[config.mk]
export PLATFORM = sky130hd
export DESIGN_NAME = pam_slicer_multilane
export DESIGN_NICKNAME = d
export VERILOG_FILES = /design/src/rtl/pam_slicer_multilane.sv
export SDC_FILE = /design/constraint.sdc
export NUM_CORES = 1
export LEC_CHECK = 0
export ABC_AREA = 1
export CORE_ASPECT_RATIO = 0.6
export CORE_UTILIZATION = 55
export DETAILED_ROUTE_END_ITERATION = 8
export PLACE_DENSITY = 0.92
export RECOVER_POWER = 50
export SLEW_MARGIN = 40
export SYNTH_ARGS = -nofsm -noshare
export SYNTH_HDL_FRONTEND = slang
export SYNTH_SLANG_ARGS = --single-unit
[constraint.sdc]
create_clock -name clk -period 6.3 [get_ports clk]
set_clock_uncertainty 0.05 [all_clocks]
set_input_delay 1.26 -clock clk [delete_from_list [all_inputs] [get_ports clk]]
set_output_delay 1.26 -clock clk [all_outputs]
set_load 0.1 [all_outputs]
[src/rtl/pam_slicer_multilane.sv]
// Multi-lane PAM-L decision slicer: nearest-level decision, 2-stage valid/ready pipeline,
// saturating overrange counter. Define PAM_SLICER_GRAY_EN to emit Gray-coded symbols.
module pam_slicer_multilane #(
   parameter int LANES             = 4,
   parameter int SIGNAL_RESOLUTION = 8,
   parameter int PAM_BITS          = 2,
   parameter int SYMBOL_SEPERATION = 56,
   parameter int CNT_WIDTH         = 16
) (
   input  logic                                clk,
   input  logic                                rstn,
   input  logic [LANES*SIGNAL_RESOLUTION-1:0]  est_data_i,
   input  logic                                est_valid_i,
   output logic                                est_ready_o,
   output logic [LANES*SIGNAL_RESOLUTION-1:0]  dec_value_o,
   output logic [LANES*PAM_BITS-1:0]           dec_symbol_o,
   output logic                                dec_valid_o,
   input  logic                                dec_ready_i,
   input  logic                                clear_cnt_i,
   output logic [CNT_WIDTH-1:0]                overrange_cnt_o
);
   localparam int SR      = SIGNAL_RESOLUTION;
   localparam int SEP     = SYMBOL_SEPERATION;
   localparam int L       = 1 << PAM_BITS;
   localparam int CW      = SR + PAM_BITS + 1;
   localparam int OVR_LIM = (L * SEP) / 2;

   localparam logic signed [CW-1:0] OVR_HI = CW'(OVR_LIM);
   localparam logic signed [CW-1:0] OVR_LO = CW'(-OVR_LIM);

   if ((PAM_BITS < 1) || (PAM_BITS > 3) || (((L - 1) * SEP) / 2 > (1 << (SR - 1)) - 1) ||
       ((SEP % 2) != 0)) begin : g_param_check
      $error("pam_slicer_multilane: outer level exceeds signal range, SEP is odd or PAM_BITS unsupported");
   end

   function automatic logic signed [CW-1:0] thr_f(input int j);
      return CW'((j - L / 2) * SEP);
   endfunction

   // Widened compare so thresholds beyond the estimate range never wrap
   function automatic logic signed [CW-1:0] ext_f(input logic [SR-1:0] raw);
      return {{(PAM_BITS + 1){raw[SR-1]}}, raw};
   endfunction

   function automatic logic [PAM_BITS-1:0] slice_f(input logic [SR-1:0] raw);
      logic signed [CW-1:0] ext;
      logic [PAM_BITS-1:0]  k;
      ext = ext_f(raw);
      k   = {PAM_BITS{1'b0}};
      for (int j = 1; j < L; j++) begin
         if (ext >= thr_f(j)) begin
            k = k + PAM_BITS'(1'b1);
         end else begin
            k = k;
         end
      end
      return k;
   endfunction

   function automatic logic ovr_f(input logic [SR-1:0] raw);
      logic signed [CW-1:0] ext;
      ext = ext_f(raw);
      return (ext > OVR_HI) || (ext < OVR_LO);
   endfunction

   function automatic logic [SR-1:0] level_f(input logic [PAM_BITS-1:0] k);
      int kk;
      kk = int'(k);
      return SR'((2 * kk - (L - 1)) * (SEP / 2));
   endfunction

   function automatic logic [PAM_BITS-1:0] encode_f(input logic [PAM_BITS-1:0] k);
`ifdef PAM_SLICER_GRAY_EN
      return k ^ (k >> 1'b1);
`else
      return k;
`endif
   endfunction

   function automatic logic [CNT_WIDTH-1:0] sat_add_f(input logic [CNT_WIDTH-1:0] cnt,
                                                      input logic [LANES-1:0]     flags);
      logic [CNT_WIDTH-1:0] acc;
      acc = cnt;
      for (int i = 0; i < LANES; i++) begin
         if (flags[i] && (acc != {CNT_WIDTH{1'b1}})) begin
            acc = acc + CNT_WIDTH'(1'b1);
         end else begin
            acc = acc;
         end
      end
      return acc;
   endfunction

   logic [LANES*PAM_BITS-1:0] k_s;
   logic [LANES-1:0]          ovr_s;
   logic [LANES*SR-1:0]       lvl_s;
   logic [LANES*PAM_BITS-1:0] sym_s;
   logic                      s1_adv_s;
   logic                      s2_adv_s;
   logic                      accept_s;

   logic                      s1_valid_q, s1_valid_d;
   logic [LANES*PAM_BITS-1:0] s1_k_q, s1_k_d;
   logic                      dec_valid_q, dec_valid_d;
   logic [LANES*SR-1:0]       dec_value_q, dec_value_d;
   logic [LANES*PAM_BITS-1:0] dec_symbol_q, dec_symbol_d;
   logic [CNT_WIDTH-1:0]      cnt_q, cnt_d;

   // Per-lane decision index and overrange flag straight from the incoming beat
   always_comb begin
      k_s   = {(LANES*PAM_BITS){1'b0}};
      ovr_s = {LANES{1'b0}};
      for (int i = 0; i < LANES; i++) begin
         k_s[i*PAM_BITS +: PAM_BITS] = slice_f(est_data_i[i*SR +: SR]);
         ovr_s[i]                    = ovr_f(est_data_i[i*SR +: SR]);
      end
   end

   // Ideal level and output code for the indices held in S1
   always_comb begin
      lvl_s = {(LANES*SR){1'b0}};
      sym_s = {(LANES*PAM_BITS){1'b0}};
      for (int i = 0; i < LANES; i++) begin
         lvl_s[i*SR +: SR]             = level_f(s1_k_q[i*PAM_BITS +: PAM_BITS]);
         sym_s[i*PAM_BITS +: PAM_BITS] = encode_f(s1_k_q[i*PAM_BITS +: PAM_BITS]);
      end
   end

   assign s2_adv_s    = !dec_valid_q || dec_ready_i;
   assign s1_adv_s    = !s1_valid_q || s2_adv_s;
   assign est_ready_o = rstn && s1_adv_s;
   assign accept_s    = est_valid_i && est_ready_o;

   // Next-state for both pipeline stages and the overrange counter
   always_comb begin
      s1_valid_d   = s1_valid_q;
      s1_k_d       = s1_k_q;
      dec_valid_d  = dec_valid_q;
      dec_value_d  = dec_value_q;
      dec_symbol_d = dec_symbol_q;
      cnt_d        = cnt_q;

      if (s1_adv_s) begin
         s1_valid_d = est_valid_i;
      end else begin
         s1_valid_d = s1_valid_q;
      end

      if (accept_s) begin
         s1_k_d = k_s;
      end else begin
         s1_k_d = s1_k_q;
      end

      if (s2_adv_s) begin
         dec_valid_d = s1_valid_q;
         if (s1_valid_q) begin
            dec_value_d  = lvl_s;
            dec_symbol_d = sym_s;
         end else begin
            dec_value_d  = dec_value_q;
            dec_symbol_d = dec_symbol_q;
         end
      end else begin
         dec_valid_d = dec_valid_q;
      end

      // Clear beats a same-cycle increment
      if (clear_cnt_i) begin
         cnt_d = {CNT_WIDTH{1'b0}};
      end else if (accept_s) begin
         cnt_d = sat_add_f(cnt_q, ovr_s);
      end else begin
         cnt_d = cnt_q;
      end
   end

   // Pipeline and counter registers with synchronous active-low reset
   always_ff @(posedge clk) begin
      if (!rstn) begin
         s1_valid_q   <= 1'b0;
         s1_k_q       <= {(LANES*PAM_BITS){1'b0}};
         dec_valid_q  <= 1'b0;
         dec_value_q  <= {(LANES*SR){1'b0}};
         dec_symbol_q <= {(LANES*PAM_BITS){1'b0}};
         cnt_q        <= {CNT_WIDTH{1'b0}};
      end else begin
         s1_valid_q   <= s1_valid_d;
         s1_k_q       <= s1_k_d;
         dec_valid_q  <= dec_valid_d;
         dec_value_q  <= dec_value_d;
         dec_symbol_q <= dec_symbol_d;
         cnt_q        <= cnt_d;
      end
   end

   assign dec_value_o     = dec_value_q;
   assign dec_symbol_o    = dec_symbol_q;
   assign dec_valid_o     = dec_valid_q;
   assign overrange_cnt_o = cnt_q;

endmodule

==> After elaboration in Yosys (flattened, before gate mapping) <==
Index checks and enable logic that the tools add are counted.
{ "totals": {"ff_bits": 58, "output_inout_bits": 58, "wordCells": 89} }
{ "classes": {"addsub": 16, "mul": 4, "n_lt_le_gt_ge": 20, "eq_ne": 4, "mux": 22, "n_bitwise": 1, "n_reduce_logical": 16} }
{ "ops": {"columns": ["cell", "count"], "rows": [
  ["$mux W16", 10],
  ["$add A16 B1 Y16 const B", 4],
  ["$ge A8 B7 Y1 const B", 8],
  ["$ne A16 B16 Y1 const B", 4],
  ["$ge A8 B1 Y1 const B", 4],
  ["$gt A8 B8 Y1 const B", 4],
  ["$lt A8 B8 Y1 const B", 4],
  ["$mul A4 B4 Y6 const B", 4],
  ["$add A2 B1 Y2 const B", 8],
  ["$mux W2", 8],
  ["$sub A3 B2 Y4 const B", 4],
  ["$logic_and A1 B1 Y1", 6],
  ["$logic_or A1 B1 Y1", 6],
  ["$mux W1", 4],
  ["$logic_not A1 Y1", 2],
  ["$reduce_and A2 Y1", 1],
  ["$reduce_or A2 Y1", 1],
  ["$not A1 Y1", 1]
]} }

==> Logic depth before layout (Yosys ltp) <==
{ "logic_depth": {"word_depth": 20, "depth_mapped": 37, "depth_no_buf": 35} }

==> Least setup slack after synthesis <==
No wires, ideal clock.
{ "synth_path": {"path_type": "register -> register", "startpoint": "register cnt_q[1] (netlist: overrange_cnt_o[1])", "endpoint": "register cnt_q[6] (netlist: overrange_cnt_o[6])", "setup_time_ns": 0.071, "arrival_ns": 5.225, "required_time_ns": 6.179, "slack_ns": 0.954, "path_stages_with_launch": 36, "path_cell_list": "dfxtp_1 ha_1 nand3_4 nor2_4 nand2_4 nand2_4 buf_8 nand2_1 nand2_2 ha_1 nand3_1 nor2_4 inv_2 nor2_8 nand2_8 nand2_8 buf_12 nand2_2 nand2_2 ha_1 nand3_2 nor2_4 nand3_4 buf_6 nand3_1 nand2_1 nor2_1 nand2_1 nor2_8 nand2_4 nand2_4 buf_6 nand2_1 nand2_1 nand2_1 a21oi_1"} }
{ "synth_between": {"elab_chain_len": 18, "word_cells_on_any_way": 22} }
{ "synth_rtl": {"columns": ["item", "line", "text"], "rows": [
  ["start, declared", "107", "logic [CNT_WIDTH-1:0] cnt_q, cnt_d;"],
  ["start signal, assigned", "186", "cnt_q <= {CNT_WIDTH{1'b0}};"],
  ["start signal, assigned", "193", "cnt_q <= cnt_d;"],
  ["parallel branches: the longest is 2 deep, another holds $add A16 B1 Y16", null, null],
  ["$mux W16 *", "85", "if (flags[i] && (acc != {CNT_WIDTH{1'b1}})) begin"],
  ["$mux W16 *", "171", "end else if (accept_s) begin"],
  ["$mux W16 *", "169", "if (clear_cnt_i) begin"],
  ["parallel branches: the longest is 2 deep, another holds $add A16 B1 Y16", null, null],
  ["$mux W16 *", "85", null],
  ["$mux W16 *", "171", null],
  ["$mux W16 *", "169", null],
  ["parallel branches: the longest is 2 deep, another holds $add A16 B1 Y16", null, null],
  ["$mux W16 *", "85", null],
  ["$mux W16 *", "171", null],
  ["$mux W16 *", "169", null],
  ["parallel branches: the longest is 2 deep, another holds $add A16 B1 Y16", null, null],
  ["$mux W16 *", "85", null]
]} }
Mark *: on every way between the ends. The select of a mux whose other input is x is not followed.
A chain may end at the register's enable or synchronous reset.

==> Worst setup path after layout <==
{ "layout_path": {"startpoint": "input est_data_i[7]", "endpoint": "register cnt_q[14] (netlist: overrange_cnt_o[14])"} }
{ "layout_between": {"elab_chain_len": 19, "word_cells_on_any_way": 23} }
{ "layout_rtl": {"columns": ["item", "line", "text"], "rows": [
  ["start, declared", "12", "input logic [LANES*SIGNAL_RESOLUTION-1:0] est_data_i,"],
  ["$gt A8 B8 Y1 or $lt A8 B8 Y1 (tied branches)", "63", "return (ext > OVR_HI) || (ext < OVR_LO);"],
  ["$logic_or A1 B1 Y1 *", "63", null],
  ["$logic_and A1 B1 Y1 *", "85", null],
  ["$mux W16 *", "85", null],
  ["$mux W16 *", "171", null],
  ["$mux W16 *", "169", null],
  ["parallel branches: the longest is 2 deep, another holds $add A16 B1 Y16", null, null],
  ["$mux W16 *", "85", null],
  ["$mux W16 *", "171", null],
  ["$mux W16 *", "169", null],
  ["parallel branches: the longest is 2 deep, another holds $add A16 B1 Y16", null, null],
  ["$mux W16 *", "85", null],
  ["$mux W16 *", "171", null],
  ["$mux W16 *", "169", null],
  ["parallel branches: the longest is 2 deep, another holds $add A16 B1 Y16", null, null],
  ["$mux W16 *", "85", null]
]} }
Marked as above.

==> results.cfg <==
[synthesis]
ys_ff_latch = 55
synth_flop_cell = dfxtp_1
synth_cell_type_count = 45
yosysSeqAreaShare_pct = 17.6
avgSynthCellArea_um2 = 6.00
ys_warn_count = 0
mappedNetlistArea_mm2 = 0.00624
synth-edff-count = 0
syn_inst = 1040
async_reset_ff_share_pct = 0

[place]
hpwl_um = 14800
gp_congestion = 1.09
dp.cells = 1253
portBuffers = 86

[worst_setup_path]
crit_type = input pin to register
critical_path.top_delay_family = simple AND/OR/NAND/NOR gates
required_ps = 6420
cp_max_fo = 32
slowest_stage = clkdlybuf4s50_1
critPathArrivalTime_ps = 6000
cp-end-kind = register
path_buf_inv = 4
max_stage_delay_ps = 530
cpMostUsedCell = nand2_1
cp-start-kind = input pin

[floorplan]
num_rows = 29
dieArea_mm2 = 0.0118
initial_core_util_pct = 57.7
core_mm2 = 0.0108
die_y_um = 84.5
die_w_um = 140
io_pins = 95

[detailed_routing]
num_vias = 6878
drc = 0
vias_per_cell = 5.45
routed_wl_um = 18500
ant_nets = 0
routedWlPerCell_um = 14.7
dr.pass1.iters = 6
drtIter0Drc = 724

[run]
cap_violations = 0

[timing]
fmax_ghz = 0.170
fin_crit_ps = 5880
finalCritPeriodShare_pct = 93.3
max-slew-margin-rel_pct = 19.8
hold_viol_final = 0
setup_viol = 0
drv_slew = 0
worstMarginPinSlew_ps = 1210
rsz0062_at_grt = false
final.setup.tns_ps = 0

[pwr]
leakagePower_nw = 3.40
powerDensity_mw_per_mm2 = 168
ir_drop_uv = 109

[grt]
gr-total-overflow = 0
grtUsageTotal_pct = 31.7
grt_pass1_wl_um = 30000
antenna_found_initial = 0
grt_max_degree = 41
grt_pass1_vias = 5889

[layout]
syn_to_final_growth_pct = 12.4
antenna_cells = 0
layout-drive-gt1-share_pct = 11.9
nFillCells = 1020
final_nets = 1193
fin_cells = 1261

[worst_hold_path]
hold_class = register to register

[cts]
path_clk_slew_ps = 70
cts_setup_buffers = 0
cts.sinks = 55
clk_latency_ps = 300
holdBufCountCts = 0
cts_resized = 0
cts_buffers = 5
cts.htree.levels = 2
cts_tree = done
cts_root_buf = clkbuf_16
clockBufferDepth = 2

[outcome]
outcome = completed
-- synth_stat cells (5+ instances only) --
library cell	n	share of area (%)
nand2_1	330	20
inv_1	118	7.1
nor2_1	112	6.7
nand3_1	90	7.2
dfxtp_1	55	18
a21oi_1	48	3.9
o21ai_0	37	3.0
ha_1	35	7.0
nand2_2	32	3.2
xor2_1	17	2.4
nor2_2	16	1.6
buf_4	15	1.8
clkbuf_1	14	0.84
nand2_4	14	2.5
nand4_1	14	1.4
nor2_4	9	1.6
nand3_2	7	1.1
o31ai_1	7	0.84
inv_2	6	0.36
nor3_1	6	0.48
xnor2_1	6	0.84
nand3b_1	5	0.60
nor2_8	5	1.6
o21ai_1	5	0.40
-- per-stage QoR --
| step | total power [W] | area (um2) | setup slack, ps | hold WS, ps | util (%) |
|---|---|---|---|---|---|
| 6_report | 0.00118 | 7010 | 420 | 417 | 64.9 |
| 4_1_cts | 0.00118 | 7080 | 638 | 413 | 65.4 |
| 3_5_place_dp | 0.000894 | 6920 | 347 | 402 | 64.0 |
| 3_3_place_gp | 0.000902 | 7170 | 425 | 404 | 66.3 |
| 2_1_floorplan | 0.000788 | 6270 | 954 | 401 | - |
| 5_1_grt | 0.00124 | 7010 | 118 | 434 | 64.9 |
-- state kept, by name, summed over array words and instances (netlist names) --
name / count
dec_value_o: 21
s1_k_q: 8
dec_symbol_o: 8
dec_valid_o: 1
overrange_cnt_o: 16
s1_valid_q: 1
-- power by group --
part	internal [W]	switching, W
logic	0.000128	0.000372
clock network	0.000152	0.000137
registers	0.000371	0.0000188
total	0.000651	0.000528
-- path summary, 6_finish.rpt --
path / end / slack, ps / cells past startpoint / start
worst min register to register: dec_value_o[11]$_SDFFE_PN0P_ / 420 / 2 / dec_value_o[11]$_SDFFE_PN0P_
worst max register to register: overrange_cnt_o[14]$_SDFFE_PP0P_ / 1000 / 27 / overrange_cnt_o[1]$_SDFFE_PP0P_
worst max-delay path: overrange_cnt_o[14]$_SDFFE_PP0P_ / 420 / 27 / est_data_i[7]
worst min-delay path: dec_value_o[11]$_SDFFE_PN0P_ / 420 / 2 / dec_value_o[11]$_SDFFE_PN0P_
-- cell usage in the layout (no fill, tap or decap), types with 7 or more instances in the layout --
cell type and count:
a21oi_1 48, buf_4 20, clkbuf_1 48, clkdlybuf4s50_1 35
conb_1 8, dfxtp_1 55, ha_1 35, inv_1 116
inv_2 8, nand2_1 330, nand2_2 32, nand2_4 14
nand3_1 90, nand3_2 7, nand4_1 14, nor2_1 112
nor2_2 16, nor2_4 9, o21ai_0 37, o31ai_1 7
xor2_1 17
-- kinds of logic after synthesis --
kind of cell	Yosys count	share of synthesized area, %
xor gates and xnor gates	23	3.23
adders and majority gates	35	7.02
AOI/OAI and AO/OA	111	9.75
DFF	55	17.6
other	1	0.0601
buffers and inverters	165	12.1
and+or+nand+nor	650	50.2
-- metal layers --
metal,vias to the layer above,GRT usage [%],routed length [um]
li1,3428,-,-
met4,0,3.54,91
met1,3063,50.5,9050
met2,376,41.0,6840
met5,-,0,0
met3,11,9.58,2500
-- worst reg2reg max path: cells and delay by family (launching register included) --
family / cells / cell delay (ps)
simple gates: 20 / 2940
compound gates: 3 / 920
flops: 1 / 510
buf+inv: 3 / 380
fa+ha+maj: 1 / 370
-- area by class of cell --
type / count / area (um2) / share of cell area [%]
Multi-Input combinational cell: 827 / 4410 / 62.9
Sequential cell: 55 / 1100 / 15.7
Clock inverter: 3 / 27.5 / 0.393
Clock buffer: 5 / 125 / 1.78
Tap cell: 139 / 174 / 2.48
Inverter: 125 / 469 / 6.69
Timing Repair Buffer: 107 / 706 / 10.1
Note: power is estimated with default switching activity, not from simulation.
